### src/rtl/dual_port_bram_arbiter.sv
// Round-robin arbiter sharing one single-port BRAM (1-cycle read latency) between two
// burst requesters; a granted burst runs to completion before the next arbitration.
module dual_port_bram_arbiter #(
  parameter int DATA_WIDTH = 32,
  parameter int ADDR_WIDTH = 10,
  parameter int MEM_SIZE   = 1024,
  parameter int LEN_WIDTH  = 8
) (
  input  logic                  clk,
  input  logic                  reset,
  // requester 0
  input  logic                  i_req0,
  input  logic                  i_mode0,
  input  logic [ADDR_WIDTH-1:0] i_addr0,
  input  logic [LEN_WIDTH-1:0]  i_len0,
  input  logic [DATA_WIDTH-1:0] i_wdata0,
  output logic                  o_gnt0,
  output logic                  o_wready0,
  output logic                  o_rvalid0,
  output logic                  o_done0,
  // requester 1
  input  logic                  i_req1,
  input  logic                  i_mode1,
  input  logic [ADDR_WIDTH-1:0] i_addr1,
  input  logic [LEN_WIDTH-1:0]  i_len1,
  input  logic [DATA_WIDTH-1:0] i_wdata1,
  output logic                  o_gnt1,
  output logic                  o_wready1,
  output logic                  o_rvalid1,
  output logic                  o_done1,
  // shared
  output logic [DATA_WIDTH-1:0] o_rdata,
  output logic                  o_busy,
  output logic [2:0]            o_dbg_state,
  // BRAM macro
  output logic [ADDR_WIDTH-1:0] bramAddr,
  output logic                  bramCe,
  output logic                  bramWe,
  output logic [DATA_WIDTH-1:0] bramWriteData,
  input  logic [DATA_WIDTH-1:0] bramReadData
);

  typedef enum logic [2:0] {
    S_IDLE  = 3'd0,
    S_WRITE = 3'd1,
    S_READ  = 3'd2,
    S_DRAIN = 3'd3,
    S_DONE  = 3'd4
  } state_t;

  localparam logic [ADDR_WIDTH:0] MEM_LIM = (ADDR_WIDTH+1)'(MEM_SIZE);

  state_t                 state_q, state_d;
  logic                   owner_q, owner_d;
  logic                   last_gnt_q, last_gnt_d;
  logic [LEN_WIDTH-1:0]   len_q, len_d;
  logic [LEN_WIDTH-1:0]   beat_q, beat_d;
  logic [ADDR_WIDTH-1:0]  addr_q, addr_d;
  logic                   ce_q, ce_d;
  logic                   we_q, we_d;
  logic                   busy_q, busy_d;
  logic [1:0]             gnt_q, gnt_d;
  logic [1:0]             wready_q, wready_d;
  logic [1:0]             rvalid_q, rvalid_d;
  logic [1:0]             done_q, done_d;

  logic                   req_any;
  logic                   win;
  logic                   sel_mode;
  logic [ADDR_WIDTH-1:0]  sel_addr;
  logic [LEN_WIDTH-1:0]   sel_len;
  logic [ADDR_WIDTH:0]    addr_sum;
  logic [ADDR_WIDTH:0]    addr_wrap;
  logic [ADDR_WIDTH-1:0]  addr_inc;
  logic                   last_beat;

  // Handshake: a requester holds i_req{n} with a stable command until the one-cycle
  // o_gnt{n} pulse; dropping i_req{n} earlier withdraws the command. Write data is
  // taken in every cycle o_wready{n}=1, and read data on o_rdata is valid whenever
  // o_rvalid{n}=1. Neither side can stall a burst once it has been granted.
  always_comb begin
    req_any = i_req0 | i_req1;
    if (i_req0 && i_req1) begin
      win = ~last_gnt_q;
    end else begin
      win = i_req1;
    end
    sel_mode = win ? i_mode1 : i_mode0;
    sel_addr = win ? i_addr1 : i_addr0;
    sel_len  = win ? i_len1  : i_len0;
  end

  // Increment is done one bit wider so the modulo wrap never truncates a carry.
  always_comb begin
    addr_sum  = {1'b0, addr_q} + (ADDR_WIDTH+1)'(1);
    addr_wrap = (addr_sum >= MEM_LIM) ? (addr_sum - MEM_LIM) : addr_sum;
    addr_inc  = addr_wrap[ADDR_WIDTH-1:0];
    last_beat = (({1'b0, beat_q} + (LEN_WIDTH+1)'(1)) == {1'b0, len_q});
  end

  always_comb begin
    state_d    = state_q;
    owner_d    = owner_q;
    last_gnt_d = last_gnt_q;
    len_d      = len_q;
    beat_d     = beat_q;
    addr_d     = addr_q;
    ce_d       = 1'b0;
    we_d       = 1'b0;
    gnt_d      = 2'b00;
    wready_d   = 2'b00;
    rvalid_d   = 2'b00;
    done_d     = 2'b00;

    case (state_q)
      S_IDLE: begin
        if (req_any) begin
          owner_d    = win;
          last_gnt_d = win;
          len_d      = sel_len;
          beat_d     = '0;
          addr_d     = sel_addr;
          gnt_d[win] = 1'b1;
          if (sel_len == '0) begin
            // Empty burst: grant and completion share the same cycle.
            state_d     = S_DONE;
            done_d[win] = 1'b1;
          end else if (sel_mode) begin
            state_d       = S_WRITE;
            ce_d          = 1'b1;
            we_d          = 1'b1;
            wready_d[win] = 1'b1;
          end else begin
            state_d = S_READ;
            ce_d    = 1'b1;
          end
        end
      end

      S_WRITE: begin
        if (last_beat) begin
          state_d         = S_DONE;
          done_d[owner_q] = 1'b1;
        end else begin
          beat_d            = beat_q + LEN_WIDTH'(1);
          addr_d            = addr_inc;
          ce_d              = 1'b1;
          we_d              = 1'b1;
          wready_d[owner_q] = 1'b1;
        end
      end

      S_READ: begin
        // The address issued this cycle returns data next cycle.
        rvalid_d[owner_q] = 1'b1;
        if (last_beat) begin
          state_d = S_DRAIN;
        end else begin
          beat_d = beat_q + LEN_WIDTH'(1);
          addr_d = addr_inc;
          ce_d   = 1'b1;
        end
      end

      S_DRAIN: begin
        state_d         = S_DONE;
        done_d[owner_q] = 1'b1;
      end

      S_DONE: begin
        state_d = S_IDLE;
      end

      default: begin
        state_d = S_IDLE;
      end
    endcase

    busy_d = (state_d != S_IDLE);
  end

  always_ff @(posedge clk or posedge reset) begin
    if (reset) begin
      state_q    <= S_IDLE;
      owner_q    <= 1'b0;
      last_gnt_q <= 1'b1;
      len_q      <= '0;
      beat_q     <= '0;
      addr_q     <= '0;
      ce_q       <= 1'b0;
      we_q       <= 1'b0;
      busy_q     <= 1'b0;
      gnt_q      <= 2'b00;
      wready_q   <= 2'b00;
      rvalid_q   <= 2'b00;
      done_q     <= 2'b00;
    end else begin
      state_q    <= state_d;
      owner_q    <= owner_d;
      last_gnt_q <= last_gnt_d;
      len_q      <= len_d;
      beat_q     <= beat_d;
      addr_q     <= addr_d;
      ce_q       <= ce_d;
      we_q       <= we_d;
      busy_q     <= busy_d;
      gnt_q      <= gnt_d;
      wready_q   <= wready_d;
      rvalid_q   <= rvalid_d;
      done_q     <= done_d;
    end
  end

  assign o_gnt0      = gnt_q[0];
  assign o_gnt1      = gnt_q[1];
  assign o_wready0   = wready_q[0];
  assign o_wready1   = wready_q[1];
  assign o_rvalid0   = rvalid_q[0];
  assign o_rvalid1   = rvalid_q[1];
  assign o_done0     = done_q[0];
  assign o_done1     = done_q[1];
  assign o_busy      = busy_q;
  assign o_dbg_state = state_q;

  assign bramAddr      = addr_q;
  assign bramCe        = ce_q;
  assign bramWe        = we_q;
  // Write data is forced to zero outside write beats so nothing leaks from the idle port.
  assign bramWriteData = we_q ? (owner_q ? i_wdata1 : i_wdata0) : '0;
  assign o_rdata       = bramReadData;

endmodule

### config.mk
export PLATFORM = sky130hd
export DESIGN_NAME = dual_port_bram_arbiter
export DESIGN_NICKNAME = d
export VERILOG_FILES = /design/src/rtl/dual_port_bram_arbiter.sv
export SDC_FILE = /design/constraint.sdc
export NUM_CORES = 1
export LEC_CHECK = 0
export BUFFER_PORTS_ARGS = -buffer_cell sky130_fd_sc_hd__buf_4
export CAP_MARGIN = 20
export CELL_PAD_IN_SITES_DETAIL_PLACEMENT = 0
export CELL_PAD_IN_SITES_GLOBAL_PLACEMENT = 1
export CORE_ASPECT_RATIO = 1.1
export CORE_UTILIZATION = 31
export DETAILED_ROUTE_END_ITERATION = 8
export HOLD_SLACK_MARGIN = 0.15
export PLACE_DENSITY = 0.93
export SLEW_MARGIN = 15
export SYNTH_ARGS = -nofsm -noshare
export SYNTH_HDL_FRONTEND = slang
export SYNTH_SLANG_ARGS = --single-unit
export TNS_END_PERCENT = 1
### constraint.sdc
create_clock -name clk -period 5.7 [get_ports clk]
set_input_delay 1.14 -clock clk [delete_from_list [all_inputs] [get_ports clk]]
set_output_delay 1.14 -clock clk [all_outputs]
set_load 0.01 [all_outputs]
==> metrics.txt, run 1 <==
Largest stage delay, worst path=1.01 ns; synth warn=0; clk_lat worst skew=0.29 ns; slew of the pin with the lowest slew margin=0.9790 ns; data required time at the worst endpoint=4.56 ns; Cell Chain, Critical Path=mux2i_1, nor2b_1, buf_4; worst setup margin=2.731 ns; Post-CTS Repair Setup Buffers=0; I/O pin cnt=226; number of global-route vias before repair=3,118; post-CTS resize count=0; hold_buf cts=0; Multi-input gate area=1802 µm²; Seq/Total Area, Yosys=32.46%; setup slack at placement=2.770 ns; FFs w/ async S/R, synth=100.0%; Mapped Cells=392; max_slew headroom=34.73%; Synth area leader=dfrtp_1; Vias=3,259; EDFF count, synth=0; Yosys top cell area share=31.65%; CORE AREA=10,030 µm²; Max-Cap Viols=0; largest net degree at the start of global routing=43; CTS root buffer=clkbuf_8; CTS max path bufs=2; worst clock skew=0.01104 ns; Final #Nets=649; final core occ=44.51%; Inserted Clock Buffers=5; DR iter-0 viols=168; DP Wirelength=7287 µm; Mapped Area=3242 µm²; outcome=finished clean; fmax=336.8 MHz; initial antenna violation count=2; Initial Util=32.31%; Tot Pwr=2.154 mW; gr ovfl total=0; first-pass GRT wire length=14,300 µm; Setup CP Type=flip-flop to output port; Overall Global Routing Usage=16.31%; worst hold slack=0.4948 ns; placed instance count=642; Final Max Slew Viols=0; Port Buffers=161; # setup viols final=0; Final Hold Fails=0; synth top area cells=dfrtp_1 (32%), mux2i_1 (11%), buf_4 (7.4%), nand2_1 (6.3%), nor2b_1 (6.2%); Finished Cell Area=4466 µm²; setup_tns=0 ns; Finished Layout Cells=652; wire per inst=14.34 µm; Setup crit start kind=flip-flop; top post-synthesis cells by count=nand2_1 (54), dfrtp_1 (41), mux2i_1 (37), buf_4 (32), nor2b_1 (32); DP Area=4318 µm²; H-tree depth=2; RSZ-0062 raised after global routing=no; vias per cell=4.998; fin crit share=52.08%; area delta synth->final=37.75%; chip width=99.51 µm; leading register cell type out of synthesis=dfrtp_1; CTS Sinks=42; post-synth cell types=52; chip height=109.3 µm; synthesized flop and latch total=42; gp weighted congestion=0.8101; DRT Wirelength=9349 µm; syn nets=532; ANT nets after route=0; Critical Path AT=1.83 ns; power density over cell area=482.5 nW/µm²; Reg clk slew, reported paths=0.08 ns; drt drc=0; share of cells above drive strength 1=36.27%; worst min-delay path class=flip-flop to flip-flop; row count=38; Storage cell area=1054 µm²; Max VDD drop=0.2835 mV; count leader, synth=nand2_1; CTS tree=done; min cycle time layout=2.969 ns; final-layout fill cell count=993; critical path capture point type=output port; crit path max fanout=36; syn avg cell area=8.270 µm²; Slowest-stage cell, CP=dfrtp_2; leak pwr=2.086 nW; Die ar.=10,870 µm²; DR pass1 iterations=4
-- cell families (layout without fill, tap and decap cells) --
logic type | after synthesis | after routing | synth area share (%)
multiplexers | 38 | 38 | 11.77
AO/OA/AOI/OAI | 71 | 71 | 14.28
flip-flops | 42 | 42 | 32.46
other | 0 | 2 | 0
adder cells (fa/ha/maj) | 2 | 2 | 0.7718
AND/OR/NAND/NOR | 162 | 162 | 25.43
XOR/XNOR | 11 | 11 | 2.972
buffers and inverters | 66 | 184 | 12.31
-- flip-flops by register name (all words and copies together), names as in the netlist --
| register | cells |
|---|---|
| beat_q | 8 |
| gnt_q | 2 |
| o_busy | 1 |
| last_gnt_q | 1 |
| bramWe | 1 |
| wready_q | 2 |
| bramAddr | 10 |
| owner_q | 1 |
| bramCe | 1 |
| done_q | 2 |
| rvalid_q | 2 |
| o_dbg_state | 3 |
| len_q | 8 |
-- power breakdown --
part | switching, mW | leakage [nW] | internal [mW] | total, mW
logic | 0.617 | 1.50 | 0.618 | 1.24
registers | 0.203 | 0.514 | 0.426 | 0.629
clock network | 0.104 | 0.0714 | 0.187 | 0.291
-- per-layer routing --
| layer | share of wire, % | vias to the layer above | wire (µm) | track usage [%] |
|---|---|---|---|---|
| met2 | 51 | 147 | 4773 | 31.70 |
| li1 | - | 1578 | - | - |
| met4 | 2.1 | 0 | 200 | 4.622 |
| met5 | 0 | - | 0 | 0 |
| met1 | 38 | 1517 | 3549 | 16.92 |
| met3 | 8.8 | 17 | 826 | 4.744 |
-- final cells by class --
type / count / share of cell area [%]
antenna: 2 / 0.1121
clock buffer: 6 / 1.849
clock inverter: 2 / 1.345
inverter: 9 / 0.7565
multi-input combinational: 284 / 40.35
sequential: 42 / 23.59
tap: 140 / 3.923
timing repair buffer: 167 / 28.08
-- layout by cell type (no fill, tap or decap), types with 4 or more instances in the layout --
master | netlist | final
o211ai_1 | 7 | 7
nor4_1 | 6 | 6
nor2_1 | 17 | 17
nand3_1 | 16 | 16
mux2i_1 | 37 | 37
nand4_1 | 6 | 6
nand2_1 | 54 | 54
inv_1 | 9 | 9
or4_1 | 4 | 4
clkbuf_8 | 0 | 6
nor3_1 | 6 | 6
buf_4 | 32 | 167
xnor2_1 | 9 | 9
a31oi_1 | 15 | 15
a21oi_1 | 19 | 19
nor2b_1 | 32 | 32
o21ai_0 | 7 | 7
nand2b_1 | 6 | 6
dfrtp_1 | 41 | 40
-- worst max-delay path, delay by kind of cell (launching register included) --
family	cells	cell delay, ns
flip-flops	1	1.01
buffers and inverters	1	0.15
AND/OR/NAND/NOR	1	0.18
multiplexers	1	0.18
-- final timing paths --
check | start | endpoint | slack (ns) | depth (start not counted)
worst max register to register | beat_q[0] | bramAddr[1] | 2.86 | 7
worst min-delay path | last_gnt_q | last_gnt_q | 0.49 | 2
min in group asynchronous | reset | len_q[2] | 0.98 | 3
max in group asynchronous | reset | owner_q | 4.31 | 3
worst max-delay path | owner_q | bramWriteData[8] | 2.73 | 3
worst min register to register | last_gnt_q | last_gnt_q | 0.49 | 2
Note: power is estimated with default switching activity, not from simulation.
==> run 2, diff against run 1 <==
CORE_UTILIZATION = 28   (was 31)
PLACE_DENSITY = 0.85   (was 0.93)
clock period = 3 ns   (was 5.7 ns; I/O delays follow)
==> run 2 against run 1 <==
Clock power grew to 2.5 times the previous value. First-iteration DRC count is 11% higher. Non-clock buffer count is 4 higher. Power is 100% higher. Hold slack worse by 0.033 ns. Largest cell class unchanged.
==> metrics.txt, run 2 (synthesis gave the netlist of run 1 again) <==
fin crit share=81.31%; gr ovfl total=0 (unchanged); worst clock skew=0.003483 ns (-0.007557 ns); min cycle time layout=2.439 ns; Die ar.=12,010 µm² (+10%); fmax=410.0 MHz; Max-Cap Viols=0 (unchanged); max_slew headroom=51.58% (+17 points); DP Wirelength=8257 µm (+13%); Cell Chain, Critical Path=ha_1, nand3_2, or3_1, a22oi_1, and3_1, buf_4, nor2_2, o32ai_1; DRT Wirelength=10,470 µm (+12%); # setup viols final=0 (unchanged); Critical Path AT=2.63 ns (+0.80 ns); Final #Nets=653 (+0.62%); area delta synth->final=40.60%; power density over cell area=946.8 nW/µm² (+96%); slew of the pin with the lowest slew margin=0.7263 ns (-0.2527 ns); Inserted Clock Buffers=5 (unchanged); wire per inst=15.82 µm (+10%); CTS root buffer=clkbuf_16; share of cells above drive strength 1=36.77% (+0.50 points); Final Hold Fails=0 (unchanged); setup_tns=0 ns (unchanged); Final Max Slew Viols=0 (unchanged); final core occ=41.02% (-3.5 points); gp weighted congestion=0.8541 (+5.4%); number of global-route vias before repair=3,245 (+4.1%); RSZ-0062 raised after global routing=no; drt drc=0 (unchanged); post-CTS resize count=0 (unchanged); setup slack at placement=0.5838 ns (-2.186 ns); Largest stage delay, worst path=0.43 ns (-0.58 ns); Vias=3,297 (+1.2%); initial antenna violation count=4 (+2); Setup crit start kind=flip-flop; crit path max fanout=13 (-64%); DR iter-0 viols=186 (+11%); Slowest-stage cell, CP=dfrtp_1; chip width=104.6 µm (+5.1%); ANT nets after route=0 (unchanged); DR pass1 iterations=4 (unchanged); CORE AREA=11,110 µm² (+11%); Post-CTS Repair Setup Buffers=0 (unchanged); Initial Util=29.18% (-3.1 points); max FFs per register=10 (unchanged); Overall Global Routing Usage=17.22% (+0.91 points); chip height=114.9 µm (+5.1%); outcome=finished clean; Max VDD drop=0.4145 mV (+46%); worst hold slack=0.4620 ns (-0.03277 ns); I/O pin cnt=226 (unchanged); commonest non-fill, non-tap cell in the layout=buf_4; data required time at the worst endpoint=3.19 ns (-1.37 ns); worst min-delay path class=primary input to asynchronous set/reset pin; row count=40 (+5.3%); final-layout fill cell count=1,111 (+12%); CTS max path bufs=2 (unchanged); largest net degree at the start of global routing=43 (unchanged); CTS Sinks=42 (unchanged); vias per cell=4.980 (-0.36%); Setup CP Type=flip-flop to flip-flop; H-tree depth=2 (unchanged); critical path capture point type=flip-flop; Tot Pwr=4.316 mW (+100%); CTS tree=done; Reg clk slew, reported paths=0.06 ns (-0.02 ns); Port Buffers=161 (unchanged); commonest non-fill, non-tap cells in the layout=buf_4 (171), nand2_1 (54), dfrtp_1 (40); clk_lat worst skew=0.29 ns (about the same); first-pass GRT wire length=16,390 µm (+15%); worst setup margin=0.5608 ns (-2.170 ns); leak pwr=2.131 nW (+2.2%); hold_buf cts=0 (unchanged)
[run 2: path summary, 6_finish.rpt]
check / start / endpoint / slack, ns / cells after the start
setup / recovery: beat_q[0] / done_q[1] / 0.56 / 8
max in group asynchronous: reset / owner_q / 2.14 / 3
min in group clk: last_gnt_q / last_gnt_q / 0.49 / 2
setup reg to reg: beat_q[0] / done_q[1] / 0.56 / 8
hold / removal: reset / len_q[5] / 0.46 / 3
hold reg to reg: last_gnt_q / last_gnt_q / 0.49 / 2
[run 2: layout make-up]
cell class                 instances  area, µm²  area share (%)
clock buffer                       6      138.9           3.047
clock inverter                     2      60.06           1.318
sequential                        42       1054           23.11
antenna                            1      2.502         0.05490
multi-input combinational        284       1802           39.53
timing repair buffer             171       1284           28.16
inverter                           9      33.78          0.7411
tap                              147      183.9           4.035
[run 2: where the power goes]
group          internal, mW  leakage, nW  switching [mW]  total [mW]
combinational          1.18         1.52            1.23        2.42
clock                 0.500       0.0971           0.230       0.729
sequential            0.811        0.514           0.361        1.17
[run 2: worst max-delay path: cells and delay by family, from the launching register on]
| kind | cells | cell delay [ns] |
|---|---|---|
| AO/OA/AOI/OAI | 2 | 0.50 |
| adder cells (fa/ha/maj) | 1 | 0.28 |
| buffers and inverters | 1 | 0.21 |
| flip-flops | 1 | 0.43 |
| AND/OR/NAND/NOR | 4 | 0.91 |
[run 2: layer usage]
layer / global-route usage [%] / vias to the layer above / share of wire (%)
met2: 33.16 / 169 / 52
met4: 3.944 / 6 / 0.79
met5: 0 / - / 0.35
met3: 6.122 / 14 / 9.5
met1: 17.91 / 1524 / 38
li1: - / 1584 / -
[run 2: metrics by stage]
| step | instance area (µm²) | cells |
|---|---|---|
| after floorplan | 3242 | 392 |
| after global placement | 4357 | 653 |
| after detailed placement | 4357 | 653 |
| after CTS | 4556 | 661 |
| after global routing | 4556 | 661 |
| final | 4558 | 662 |
